**src/rtl/pc_unit_if.sv**
```systemverilog
// Fetch-stage PC bus: next-PC controls from datapath/hazard unit in, PC state out.
interface pc_unit_if #(
    parameter int unsigned WIDTH = 32
);
    logic             pc_write;
    logic             redirect_valid;
    logic [WIDTH-1:0] redirect_target;
    logic             exc_valid;
    logic [WIDTH-1:0] pc;
    logic [WIDTH-1:0] epc;
    logic             redirect_pending;
    logic             misalign;

    modport master (
        output pc_write, redirect_valid, redirect_target, exc_valid,
        input  pc, epc, redirect_pending, misalign
    );

    modport slave (
        input  pc_write, redirect_valid, redirect_target, exc_valid,
        output pc, epc, redirect_pending, misalign
    );
endinterface

```
**src/rtl/pc_unit.sv**
```systemverilog
// Program counter with increment, prioritised exception/redirect, stall-buffered redirect and EPC.
// Optional target alignment trap enabled by defining PC_ALIGN_CHECK_EN.
module pc_unit #(
    parameter int unsigned      WIDTH        = 32,
    parameter logic [WIDTH-1:0] RESET_VECTOR = '0,
    parameter logic [WIDTH-1:0] EXC_VECTOR   = WIDTH'(32'h0000_0180),
    parameter int unsigned      STEP         = 4
) (
    input  logic      clk,
    input  logic      rst,
    pc_unit_if.slave  bus
);

    logic [WIDTH-1:0] pc_q, pc_d;
    logic [WIDTH-1:0] epc_q, epc_d;
    logic [WIDTH-1:0] pend_target_q, pend_target_d;
    logic             pend_valid_q, pend_valid_d;

    logic             load_en;
    logic [WIDTH-1:0] load_target;

`ifdef PC_ALIGN_CHECK_EN
    localparam logic [WIDTH-1:0] ALIGN_MASK = WIDTH'(STEP - 1);
    logic misalign_q, misalign_d;
    logic target_misaligned;
`endif

    // A live redirect beats a buffered one; either only loads when the PC may advance.
    always_comb begin
        load_en     = bus.pc_write && (bus.redirect_valid || pend_valid_q);
        load_target = bus.redirect_valid ? bus.redirect_target : pend_target_q;
    end

`ifdef PC_ALIGN_CHECK_EN
    assign target_misaligned = |(load_target & ALIGN_MASK);
`endif

    // Next-state selection in priority order: exception, load, increment, buffer, hold.
    always_comb begin
        pc_d          = pc_q;
        epc_d         = epc_q;
        pend_valid_d  = pend_valid_q;
        pend_target_d = pend_target_q;
`ifdef PC_ALIGN_CHECK_EN
        misalign_d    = 1'b0;
`endif
        if (bus.exc_valid) begin
            pc_d         = EXC_VECTOR;
            epc_d        = pc_q;
            pend_valid_d = 1'b0;
        end else if (load_en) begin
            pend_valid_d = 1'b0;
`ifdef PC_ALIGN_CHECK_EN
            if (target_misaligned) begin
                pc_d       = EXC_VECTOR;
                epc_d      = pc_q;
                misalign_d = 1'b1;
            end else begin
                pc_d = load_target;
            end
`else
            pc_d = load_target;
`endif
        end else if (bus.pc_write) begin
            pc_d = pc_q + WIDTH'(STEP);
        end else if (bus.redirect_valid) begin
            pend_target_d = bus.redirect_target;
            pend_valid_d  = 1'b1;
        end
    end

    // State register, updated on the falling edge.
    always_ff @(negedge clk or posedge rst) begin
        if (rst) begin
            pc_q          <= RESET_VECTOR;
            epc_q         <= '0;
            pend_valid_q  <= 1'b0;
            pend_target_q <= '0;
        end else begin
            pc_q          <= pc_d;
            epc_q         <= epc_d;
            pend_valid_q  <= pend_valid_d;
            pend_target_q <= pend_target_d;
        end
    end

`ifdef PC_ALIGN_CHECK_EN
    always_ff @(negedge clk or posedge rst) begin
        if (rst) misalign_q <= 1'b0;
        else     misalign_q <= misalign_d;
    end
    assign bus.misalign = misalign_q;
`else
    assign bus.misalign = 1'b0;
`endif

    assign bus.pc               = pc_q;
    assign bus.epc              = epc_q;
    assign bus.redirect_pending = pend_valid_q;

endmodule

```
**src/flat_wrapper.sv**
```systemverilog
// flat-port wrapper written by rule: the top's interface ports become plain ports
module pc_unit_flat 
#(
    parameter int unsigned      WIDTH        = 32,
    parameter logic [WIDTH-1:0] RESET_VECTOR = '0,
    parameter logic [WIDTH-1:0] EXC_VECTOR   = WIDTH'(32'h0000_0180),
    parameter int unsigned      STEP         = 4
)
  (clk, rst, bus_pc_write, bus_redirect_valid, bus_redirect_target, bus_exc_valid, bus_pc, bus_epc, bus_redirect_pending, bus_misalign);
  pc_unit_if #(.WIDTH(WIDTH)) bus_i ();
  input  logic clk;
  input  logic rst;
  input wire logic [$bits(bus_i.pc_write)-1:0] bus_pc_write;
  input wire logic [$bits(bus_i.redirect_valid)-1:0] bus_redirect_valid;
  input wire logic [$bits(bus_i.redirect_target)-1:0] bus_redirect_target;
  input wire logic [$bits(bus_i.exc_valid)-1:0] bus_exc_valid;
  output wire logic [$bits(bus_i.pc)-1:0] bus_pc;
  output wire logic [$bits(bus_i.epc)-1:0] bus_epc;
  output wire logic [$bits(bus_i.redirect_pending)-1:0] bus_redirect_pending;
  output wire logic [$bits(bus_i.misalign)-1:0] bus_misalign;
  assign bus_i.pc_write = bus_pc_write;
  assign bus_i.redirect_valid = bus_redirect_valid;
  assign bus_i.redirect_target = bus_redirect_target;
  assign bus_i.exc_valid = bus_exc_valid;
  assign bus_pc = bus_i.pc;
  assign bus_epc = bus_i.epc;
  assign bus_redirect_pending = bus_i.redirect_pending;
  assign bus_misalign = bus_i.misalign;
  pc_unit #(.WIDTH(WIDTH), .RESET_VECTOR(RESET_VECTOR), .EXC_VECTOR(EXC_VECTOR), .STEP(STEP)) u_core (.clk(clk), .rst(rst), .bus(bus_i));
endmodule
```
**config.mk**
```make
export PLATFORM = sky130hd
export DESIGN_NAME = pc_unit_flat
export DESIGN_NICKNAME = d
export VERILOG_FILES = /design/src/rtl/pc_unit_if.sv /design/src/rtl/pc_unit.sv /design/src/flat_wrapper.sv
export SDC_FILE = /design/constraint.sdc
export NUM_CORES = 1
export LEC_CHECK = 0
export ABC_CLOCK_PERIOD_IN_PS = 3450
export CORE_ASPECT_RATIO = 0.8
export CORE_MARGIN = 3
export CORE_UTILIZATION = 40
export CTS_CLUSTER_SIZE = 30
export DETAILED_ROUTE_END_ITERATION = 6
export HOLD_SLACK_MARGIN = 0.02
export PLACE_DENSITY = 0.75
export SYNTH_ARGS = -nofsm -noshare
export SYNTH_HDL_FRONTEND = slang
export SYNTH_SLANG_ARGS = --single-unit
export TNS_END_PERCENT = 1
```
**constraint.sdc**
```tcl
create_clock -name clk -period 3.45 [get_ports clk]
set_input_delay 0.5175 -clock clk [delete_from_list [all_inputs] [get_ports clk]]
set_output_delay 0.5175 -clock clk [all_outputs]
set_load 0.02 [all_outputs]
```
==> metrics.md <==
| Metric | Value |
|---|---|
| Clk Latency, worst-skew pair | 350 ps |
| Area Overhead vs Synth | 39.62% |
| First-pass GRT wire length | 24.47 mm |
| Die width | 130.1 um |
| Reg2reg setup slack | 1110 ps |
| Post-DRT Antenna Nets | 0 |
| Post-synth top flop | dfrtn_1 |
| Clock skew | 5.977 ps |
| Worst path buffer plus inverter count | 1 |
| Initial Util | 41.82% |
| Peak supply drop | 0.3125 mV |
| Maxcap violations | 0 |
| Mean Syn Cell Area | 10.16 um^2 |
| # IOs | 103 |
| Final HPWL DP | 11.76 mm |
| HP Start | u_core.bus.epc[2]$_DFFE_NP0P_ |
| CTS Hold Bufs | 0 |
| GPL Wtd Cong | a little over 0.9 |
| Wire per inst | 19.49 um |
| Library cells used by synthesis | 54 |
| Ys async rst share | 100.0% |
| Grt total ovfl | 0 |
| Crit path arrival time | 2890 ps |
| Die Ht | between 100 and 150 um |
| Residual DRC count | 0 |
| Area of the mapped netlist | about 4900 um^2 |
| Area contributors post-synth | dfrtn_1 49%, mux2_2 14%, nand2_1 3.6%, o21ai_0 3.6%, a21oi_1 3.3% |
| Crit-path leading delay family | flip-flops |
| Row count | 35 |
| TritonCTS Buffers | 9 |
| Worst Hold Path EP | u_core.bus.epc[2]$_DFFE_NP0P_ |
| Largest net degree at the start of global routing | 53 |
| Core box area | 11780 um^2 |
| Required time of the critical path | between 2000 and 3000 ps |
| Dominant cell type by area after synthesis | dfrtn_1 |
| Number of synthesized flops with an enable pin | 0 |
| Worst-path clk slew | 50 ps |
| Pwr/cell area | 431.1 nW/um^2 |
| Cell Count Post-Placement | between 700 and 800 |
| Setup Fix Bufs, Post-CTS | 0 |
| #FFs+latches synth | 97 |
| Rel. slew slack | 51.20% |
| Antenna fix cells | 0 |
| Crit Path Max Fanout | 2 |
| Hold depth | 1 |
| Kind of critical path | flip-flop to output pin |
| Share of layout cells above drive strength 1 | 26.57% |
| Pins Over Slew Limit | 0 |
| Post-Syn Instances | between 400 and 500 |
| Sequential-to-total area share from yosys stat | roughly half |
| Yosys warning count | 0 |
| Full die area | between 10000 and 15000 um^2 |
| Clock buffer depth | 2 |
| Placed instance area | roughly 6700 um^2 |
| Design Area, Final | 6878 um^2 |
| Hold crit path type | flip-flop to flip-flop |
| Layout net count | 684 |
| Slowest stage delay, CP | 470 ps |
| CP Launch Type | flip-flop |
| IO Port Bufs | 101 |
| Reg-to-reg endpoint | u_core.bus.pc[26]$_DFFE_NP0P_ |
| Crit path cell chain | dlygate4sd2_1 |
| Initial antenna violation count | 0 |
| Final Hold Violating Endpoints | 0 |
| TritonCTS clock tree | built |
| Syn_nets | roughly 520 |
| H-tree depth | 3 |
| Vias | approximately 4500 |
| Vias per cell | 5.638 |
| Static leakage | 3.241 nW |
| CP max stage cell | dfrtn_1 |
| 1st-pass router iterations | 5 |
| R2R Path Start | u_core.bus.pc[2]$_DFFE_NP0P_ |
| DRT iter0 DRCs | ~300 |
| Final setup violation count | 0 |
| Slew @ Worst Pin | 725.3 ps |
| Final Non-Filler Cells | 799 |
| Outcome | finished clean |
| FF-to-FF path depth | 7 |
| Clock sink total | 97 |
| Top cells by count, synth | 97 x dfrtn_1, 63 x mux2_2, 47 x nand2_1 |
| RSZ-0062 raised after global routing | false |
| Count leader, synth | dfrtn_1 |
| Vias in the first global route | 4405 |
| Routed WL | around 16 mm |
| CTS root buffer | clkbuf_16 |
| Setup crit end kind | output pin |
| Synth top area share | between 40% and 50% |
| Total Routing Usage GR | 23.13% |
==> routing by layer <==
layer / wire [um] / up-vias / GRT usage [%]
li1: - / 2099 / -
met1: 7713 / 2210 / 36.06
met2: 6584 / 183 / 32.39
met3: 1127 / 13 / 5.167
met4: 148 / 0 / 5.564
met5: 0 / - / 0
==> metrics by stage <==
| step | total power [mW] | hold WS, ps | setup slack (ps) | utilization, % | TNS, ps |
|---|---|---|---|---|---|
| 4_1_cts | 2.987 | 450.8 | 26.11 | 58.37 | 0 |
| 2_1_floorplan | 1.699 | 432.6 | -399.2 | - | -9949 |
| 5_1_grt | 3.099 | 463.7 | 8.391 | 58.39 | 0 |
| 3_5_place_dp | 2.048 | 452.7 | -609.5 | 56.55 | -21020 |
| 6_report | 2.965 | 446.0 | 39.69 | 58.39 | 0 |
| 3_3_place_gp | 2.028 | 442.4 | -631.9 | 56.55 | -20910 |
==> cells by family after synthesis <==
family	synth area share, %
xor gates and xnor gates	0.3557
muxes	17.45
DFF	49.28
adders and majority gates	0.2540
and+or+nand+nor	15.57
AOI/OAI and AO/OA	13.87
buffers and inverters	3.150
other	0.07613
==> cells in the final DEF, fill, tap and decap left out, drive strengths merged, types with 3 or more instances in the layout <==
master / count
a21oi: 32
a21o: 4
nor2: 37
o31ai: 5
clkbuf: 9
o22ai: 3
nand2: 47
dlygate4sd2: 65
clkinv: 4
and3: 8
a31oi: 9
nor3: 8
dfrtn: 97
nand3b: 3
nor4: 11
nand3: 14
mux2: 63
a41oi: 3
nand4: 10
o21ai: 36
nor2b: 4
or4: 3
inv: 10
mux2i: 15
clkdlybuf4s50: 33
buf: 81
==> state kept, by name, indices dropped and copies added (netlist names) <==
name,count
u_core.pend_target_q,32
u_core.bus.redirect_pending,1
u_core.bus.epc,32
u_core.bus.pc,32
==> how the worst max path moves through the flow <==
stage	start	endpoint	slack [ps]	cells after the start
5_1_grt	u_core.bus.pc[19]$_DFFE_NP0P_	bus_pc[19]	8	1
3_5_place_dp	bus_pc_write	u_core.bus.pc[9]$_DFFE_NP0P_	-610	6
4_1_cts	u_core.bus.pc[19]$_DFFE_NP0P_	bus_pc[19]	30	1
6_report	u_core.bus.pc[22]$_DFFE_NP0P_	bus_pc[22]	40	1
2_1_floorplan	bus_exc_valid	u_core.pend_target_q[0]$_DFFE_NP0P_	-400	6
3_3_place_gp	bus_pc_write	u_core.bus.pc[9]$_DFFE_NP0P_	-630	6
==> power by group <==
group,total (mW),internal [mW],switching (mW)
clock network,0.976,0.503,0.473
logic,0.645,0.303,0.342
registers,1.34,1.28,0.0668
total,2.96,2.08,0.882
==> layout make-up <==
type,instances,area [um^2]
Sequential cell,97,2427
Multi-Input combinational cell,350,2361
Inverter,8,33.78
Tap cell,148,185.2
Clock inverter,7,57.56
Clock buffer,9,225.2
Timing Repair Buffer,180,1588
Fill cell,1052,4902
==> what timing repair did <==
action	4_1_cts	5_1_grt
setup endpoints to repair	105	1
gates cloned	0	0
resized for setup	71	1
pin swaps	0	0
hold endpoints to repair	0	0
(Power assumes the default switching activity.)
